--- src/rtl/mem_stage.sv ---
// rtl/mem_stage.sv - memory-access pipeline stage between execute and writeback
//
// Purpose: captures one instruction from execute, either forwards it straight
// to writeback, traps it as misaligned, or performs a big-endian load/store on
// a 64-bit data-memory port before completing it as a one-cycle mem_wb pulse.
//
// Ports:
//   clk, reset      clock; asynchronous active-high reset
//   exe_mem         execute presents a valid instruction
//   result          effective address (load/store) or writeback value
//   mem_op          00/11 pass-through, 01 load, 10 store
//   mem_size        log2 of access size in bytes
//   mem_signed      sign-extend load data
//   store_data      right-justified store value
//   rd              destination register
//   mem_blocked     execute must hold its outputs
//   dmem_*          data-memory request/response port
//   mem_wb          one-cycle completion pulse
//   wb_we/rd/data   writeback controls, qualified by mem_wb
//   align_trap      misaligned-access pulse, coincident with mem_wb
module mem_stage #(
  parameter int ADDR_W = 64
) (
  input  logic              clk,
  input  logic              reset,
  input  logic              exe_mem,
  input  logic [ADDR_W-1:0] result,
  input  logic [1:0]        mem_op,
  input  logic [1:0]        mem_size,
  input  logic              mem_signed,
  input  logic [ADDR_W-1:0] store_data,
  input  logic [4:0]        rd,
  output logic              mem_blocked,
  output logic              dmem_req,
  input  logic              dmem_ready,
  output logic [ADDR_W-1:0] dmem_addr,
  output logic              dmem_we,
  output logic [ADDR_W-1:0] dmem_wdata,
  output logic [7:0]        dmem_wstrb,
  input  logic              dmem_resp,
  input  logic [ADDR_W-1:0] dmem_rdata,
  output logic              mem_wb,
  output logic              wb_we,
  output logic [4:0]        wb_rd,
  output logic [ADDR_W-1:0] wb_data,
  output logic              align_trap
);

  typedef enum logic [1:0] {
    IDLE = 2'd0,
    REQ  = 2'd1,
    WAIT = 2'd2
  } state_t;

  state_t            state_q, state_d;
  logic [ADDR_W-1:0] dmem_addr_q, dmem_addr_d;
  logic              dmem_we_q, dmem_we_d;
  logic [ADDR_W-1:0] dmem_wdata_q, dmem_wdata_d;
  logic [7:0]        dmem_wstrb_q, dmem_wstrb_d;
  logic [2:0]        off_q, off_d;
  logic [1:0]        size_q, size_d;
  logic              signed_q, signed_d;
  logic [4:0]        rd_q, rd_d;
  logic              mem_wb_q, mem_wb_d;
  logic              wb_we_q, wb_we_d;
  logic [4:0]        wb_rd_q, wb_rd_d;
  logic [ADDR_W-1:0] wb_data_q, wb_data_d;
  logic              align_trap_q, align_trap_d;

  // Distance in bytes from the least-significant lane to the last byte of the
  // access: 8 - off - 2^size. Evaluated mod 8, so a doubleword (2^3 = 0 mod 8)
  // at offset 0 correctly yields 0.
  function automatic logic [2:0] byte_shift(input logic [2:0] off, input logic [1:0] size);
    logic [2:0] n;
    n = 3'(4'd1 << size);
    return 3'd0 - off - n;
  endfunction

  function automatic logic [7:0] lane_strb(input logic [2:0] off, input logic [1:0] size);
    logic [7:0] base;
    case (size)
      2'd0:    base = 8'h01;
      2'd1:    base = 8'h03;
      2'd2:    base = 8'h0F;
      default: base = 8'hFF;
    endcase
    return base << byte_shift(off, size);
  endfunction

  function automatic logic [63:0] size_mask(input logic [1:0] size);
    case (size)
      2'd0:    return 64'h0000_0000_0000_00FF;
      2'd1:    return 64'h0000_0000_0000_FFFF;
      2'd2:    return 64'h0000_0000_FFFF_FFFF;
      default: return 64'hFFFF_FFFF_FFFF_FFFF;
    endcase
  endfunction

  function automatic logic [63:0] lane_wdata(input logic [63:0] data, input logic [2:0] off,
                                             input logic [1:0] size);
    return (data & size_mask(size)) << {byte_shift(off, size), 3'b000};
  endfunction

  function automatic logic [63:0] load_extract(input logic [63:0] rdata, input logic [2:0] off,
                                               input logic [1:0] size, input logic sgn);
    logic [63:0] sh;
    sh = rdata >> {byte_shift(off, size), 3'b000};
    case (size)
      2'd0:    return {{56{sgn & sh[7]}},  sh[7:0]};
      2'd1:    return {{48{sgn & sh[15]}}, sh[15:0]};
      2'd2:    return {{32{sgn & sh[31]}}, sh[31:0]};
      default: return sh;
    endcase
  endfunction

  function automatic logic misaligned(input logic [2:0] off, input logic [1:0] size);
    case (size)
      2'd0:    return 1'b0;
      2'd1:    return off[0];
      2'd2:    return |off[1:0];
      default: return |off;
    endcase
  endfunction

  logic is_mem_op;
  assign is_mem_op = (mem_op == 2'b01) || (mem_op == 2'b10);

  always_comb begin
    state_d      = state_q;
    dmem_addr_d  = dmem_addr_q;
    dmem_we_d    = dmem_we_q;
    dmem_wdata_d = dmem_wdata_q;
    dmem_wstrb_d = dmem_wstrb_q;
    off_d        = off_q;
    size_d       = size_q;
    signed_d     = signed_q;
    rd_d         = rd_q;
    mem_wb_d     = 1'b0;
    wb_we_d      = 1'b0;
    wb_rd_d      = wb_rd_q;
    wb_data_d    = wb_data_q;
    align_trap_d = 1'b0;

    case (state_q)
      IDLE: begin
        if (exe_mem) begin
          if (!is_mem_op) begin
            mem_wb_d  = 1'b1;
            wb_we_d   = 1'b1;
            wb_rd_d   = rd;
            wb_data_d = result;
          end else if (misaligned(result[2:0], mem_size)) begin
            mem_wb_d     = 1'b1;
            align_trap_d = 1'b1;
            wb_rd_d      = rd;
          end else begin
            // Request fields are registered here so they stay stable for the
            // whole REQ phase regardless of how long memory stalls.
            state_d      = REQ;
            dmem_addr_d  = {result[ADDR_W-1:3], 3'b000};
            dmem_we_d    = (mem_op == 2'b10);
            dmem_wstrb_d = lane_strb(result[2:0], mem_size);
            dmem_wdata_d = (mem_op == 2'b10) ? lane_wdata(store_data, result[2:0], mem_size)
                                             : '0;
            off_d        = result[2:0];
            size_d       = mem_size;
            signed_d     = mem_signed;
            rd_d         = rd;
          end
        end
      end
      REQ: begin
        if (dmem_ready) begin
          if (dmem_we_q) begin
            state_d  = IDLE;
            mem_wb_d = 1'b1;
            wb_rd_d  = rd_q;
          end else begin
            state_d = WAIT;
          end
        end
      end
      WAIT: begin
        if (dmem_resp) begin
          state_d   = IDLE;
          mem_wb_d  = 1'b1;
          wb_we_d   = 1'b1;
          wb_rd_d   = rd_q;
          wb_data_d = load_extract(dmem_rdata, off_q, size_q, signed_q);
        end
      end
      default: state_d = IDLE;
    endcase
  end

  always_ff @(posedge clk or posedge reset) begin
    if (reset) begin
      state_q      <= IDLE;
      dmem_addr_q  <= '0;
      dmem_we_q    <= 1'b0;
      dmem_wdata_q <= '0;
      dmem_wstrb_q <= '0;
      off_q        <= '0;
      size_q       <= '0;
      signed_q     <= 1'b0;
      rd_q         <= '0;
      mem_wb_q     <= 1'b0;
      wb_we_q      <= 1'b0;
      wb_rd_q      <= '0;
      wb_data_q    <= '0;
      align_trap_q <= 1'b0;
    end else begin
      state_q      <= state_d;
      dmem_addr_q  <= dmem_addr_d;
      dmem_we_q    <= dmem_we_d;
      dmem_wdata_q <= dmem_wdata_d;
      dmem_wstrb_q <= dmem_wstrb_d;
      off_q        <= off_d;
      size_q       <= size_d;
      signed_q     <= signed_d;
      rd_q         <= rd_d;
      mem_wb_q     <= mem_wb_d;
      wb_we_q      <= wb_we_d;
      wb_rd_q      <= wb_rd_d;
      wb_data_q    <= wb_data_d;
      align_trap_q <= align_trap_d;
    end
  end

  // Decoded straight from the state register so an asynchronous reset drops
  // both immediately.
  assign mem_blocked = (state_q != IDLE);
  assign dmem_req    = (state_q == REQ);

  assign dmem_addr  = dmem_addr_q;
  assign dmem_we    = dmem_we_q;
  assign dmem_wdata = dmem_wdata_q;
  assign dmem_wstrb = dmem_wstrb_q;
  assign mem_wb     = mem_wb_q;
  assign wb_we      = wb_we_q;
  assign wb_rd      = wb_rd_q;
  assign wb_data    = wb_data_q;
  assign align_trap = align_trap_q;

endmodule

--- config.mk ---
export PLATFORM = sky130hd
export DESIGN_NAME = mem_stage
export DESIGN_NICKNAME = d
export VERILOG_FILES = /design/src/rtl/mem_stage.sv
export SDC_FILE = /design/constraint.sdc
export NUM_CORES = 1
export LEC_CHECK = 0
export ABC_AREA = 1
export ABC_CLOCK_PERIOD_IN_PS = 6900
export CORE_AREA = 2 2 161 163
export DETAILED_ROUTE_END_ITERATION = 7
export DIE_AREA = 0 0 163 165
export DONT_BUFFER_PORTS = 1
export MAX_ROUTING_LAYER = met4
export PLACE_DENSITY = 0.7
export SYNTH_ARGS = -nofsm -noshare
export SYNTH_HDL_FRONTEND = slang
export SYNTH_SLANG_ARGS = --single-unit
--- constraint.sdc ---
create_clock -name clk -period 6.9 [get_ports clk]
set_clock_uncertainty 0.15 [all_clocks]
set_input_delay 0 -clock clk [delete_from_list [all_inputs] [get_ports clk]]
set_output_delay 0 -clock clk [all_outputs]
set_load 0.005 [all_outputs]
==> flow_summary.ini <==
[worst_setup_path]
crit_fanout = 64
worst_ep_required_time_ps = 7200
startpoint_type = flop
endpoint_kind = flop
arrival_ps = 6100
crit_type = reg -> reg

[power]
p_leak_nw = 8.17
power.density_nw_per_um2 = 548
ir_worst_vdd_mv = 0.470

[yosys]
yosysTopAreaCell = dfrtp_1
synth_ff_type = dfrtp_1
yosysSeqAreaShare_pct = 40.8
avgSynthCellArea_um2 = 6.84
synth_top_cells_by_count = nand2_1 (723), dfrtp_1 (219), o21ai_0 (217)
synth.distinct_cells = 41
yosys_register_bits = 219
yosysMostFrequentCell = nand2_1
synth_edf_count = 0
synth_cells = 1964
synth_top_area_share_pct = 40.8
synthArstFlopShare_pct = 100
ys_warn_count = 0
ys_top_cells_by_area = dfrtp_1 (41%), nand2_1 (20%), o21ai_0 (8.1%)
syn_area_um2 = 13400

[timing]
period_needed_ps = 5800
min_period_over_period_pct = 84.1
slew_viol_final = 0
max_freq_mhz = 172
setup_tns_ps = 0
slew_headroom_pct = 17.1
hold_viol = 0
finalSetupViolCount = 0
hold_slack_ps = 21.5
rsz0062_at_grt = false
tightest_slew_ps = 1240

[routing]
num_vias = 14300
drt-total-wl_um = 49200
wl_per_cell_um = 20.0
first_iter_violations = 1613
drtAntennaViolNets = 0
vias_per_cell = 5.81
route.detailed.drc = 0
drtPass1Iterations = 6

[floorplanning]
rows = 58
die_x_um = 163
start_util_pct = 53.6
die-area_um2 = 26900
fp.dieH_um = 165
boundaryPins = 418
design.core.area_um2 = 25000

[clock_tree]
post-cts-setup-buffer-count = 0
worst_skew_pair.late_latency_ps = 510
cts.clk_slew.worst_paths_ps = 60
cts_buffer_depth = 3
cts_sinks = 219
cts_resized = 0
cts_tree = built
cts_buffers = 24
htreeDepth = 1
postCtsHoldBufs = 258
clockRootBuffer = clkbuf_16

[cells_and_area]
nNetsFinal = 2337
synthToLayoutAreaGrowth_pct = 23.8
fin_cells = 2467
fin_area_um2 = 16600
drive_gt1_share_pct = 4.78

[global_route]
grt_usage_pct = 36.7
overflow = 0
grt_pass1_wl_um = 75400
grt_pass1_vias = 14000
grt_max_degree = 149
antenna_found_initial = 2

[place]
port_buffers = 0
gp_congestion = 0.985
dpl_cell_area_um2 = 13200
dp.final_hpwl_um = 33200
dp.cells = 2164

[run_status]
status = finished clean

[min_path]
hp-class = in -> reg

[run]
maxCapViolations = 0
## worst max-delay path, stage by stage (launching register included)
cell	delay, ps
dfrtp_1	670
nor2_1	260
clkinv_1	270
ha_2	270
ha_1	270
buf_4	410
inv_2	520
nand3_1	240
dlygate4sd3_1	570
o21ai_1	60
dlygate4sd3_1	590
nand2_1	100
nand3_2	640
nand2_4	460
o21ai_0	140
nand2_1	70
## stage by stage
stage                     total power, mW  utilization (%)  setup slack [ps]
final                                9.11             66.4              1100
after global routing                 9.76             66.4               729
after CTS                            8.94             66.4              1280
after detailed placement             6.84             52.9              2350
after global placement               6.76             52.9              2420
after floorplan                      5.73                -               757
## layout make-up
class,instances,area (µm²)
Antenna cell,2,5.00
Inverter,137,529
Sequential cell,219,5480
Timing Repair Buffer,270,2670
Clock buffer,36,717
Multi-Input combinational cell,1466,6730
Clock inverter,7,88.8
Fill cell,2147,8400
Tap cell,330,413
## registers in the layout (all words and copies together) (netlist names), 2 cells and up
signal,flops
dmem_addr,61
dmem_wdata,64
dmem_wstrb,8
off_q,3
rd_q,5
size_q,2
state_q,2
wb_data,64
wb_rd,5
## where the power goes
part | switching, mW | internal, mW
sequential | 0.524 | 1.83
clock | 0.518 | 0.791
combinational | 3.49 | 1.95
total | 4.53 | 4.58
## placed cells by master, fill, tap and decap left out, types with 6 or more instances in the layout
| cell | instances |
|---|---|
| o21ai_2 | 18 |
| o21ai_1 | 20 |
| o211ai_1 | 20 |
| nand4_1 | 32 |
| nand3_1 | 146 |
| dfrtp_1 | 219 |
| ha_1 | 11 |
| buf_4 | 12 |
| clkbuf_1 | 6 |
| nor2_1 | 98 |
| o221ai_1 | 7 |
| clkbuf_16 | 25 |
| nand2_1 | 723 |
| dlygate4sd3_1 | 258 |
| inv_1 | 122 |
| a22oi_1 | 6 |
| o21ai_0 | 217 |
| clkinv_2 | 6 |
| or2_2 | 7 |
| a21oi_1 | 119 |
## logic make-up (layout without fill, tap and decap cells)
group / after synthesis / count (layout) / share of synthesized area, %
mux: 2 / 2 / 0.149
buf+inv: 281 / 450 / 9.18
fa+ha+maj: 12 / 12 / 1.12
flops: 219 / 219 / 40.8
xor+xnor: 1 / 1 / 0.0652
simple gates: 1027 / 1027 / 31.5
other cells: 1 / 5 / 0.0279
compound gates: 421 / 421 / 17.1
## routing by layer
metal | track usage, % | wire length, µm
met1 | 41.0 | 17600
met2 | 61.6 | 23700
met3 | 7.21 | 4620
met4 | 21.4 | 3300
met5 | - | 0
## worst paths after layout
| kind | startpoint | to | slack (ps) | cells after the start |
|---|---|---|---|---|
| setup / recovery | size_q[1] | wb_data[30] | 1100 | 15 |
| hold reg to reg | off_q[0] | off_q[0] | 350 | 2 |
| max in group asynchronous | reset | dmem_wdata[14] | 4900 | 3 |
| hold / removal | dmem_rdata[45] | wb_data[37] | 20 | 8 |
| setup reg to reg | size_q[1] | wb_data[30] | 1100 | 15 |
| min in group asynchronous | reset | dmem_wdata[0] | 70 | 2 |
Note: power is estimated with default switching activity, not from simulation.
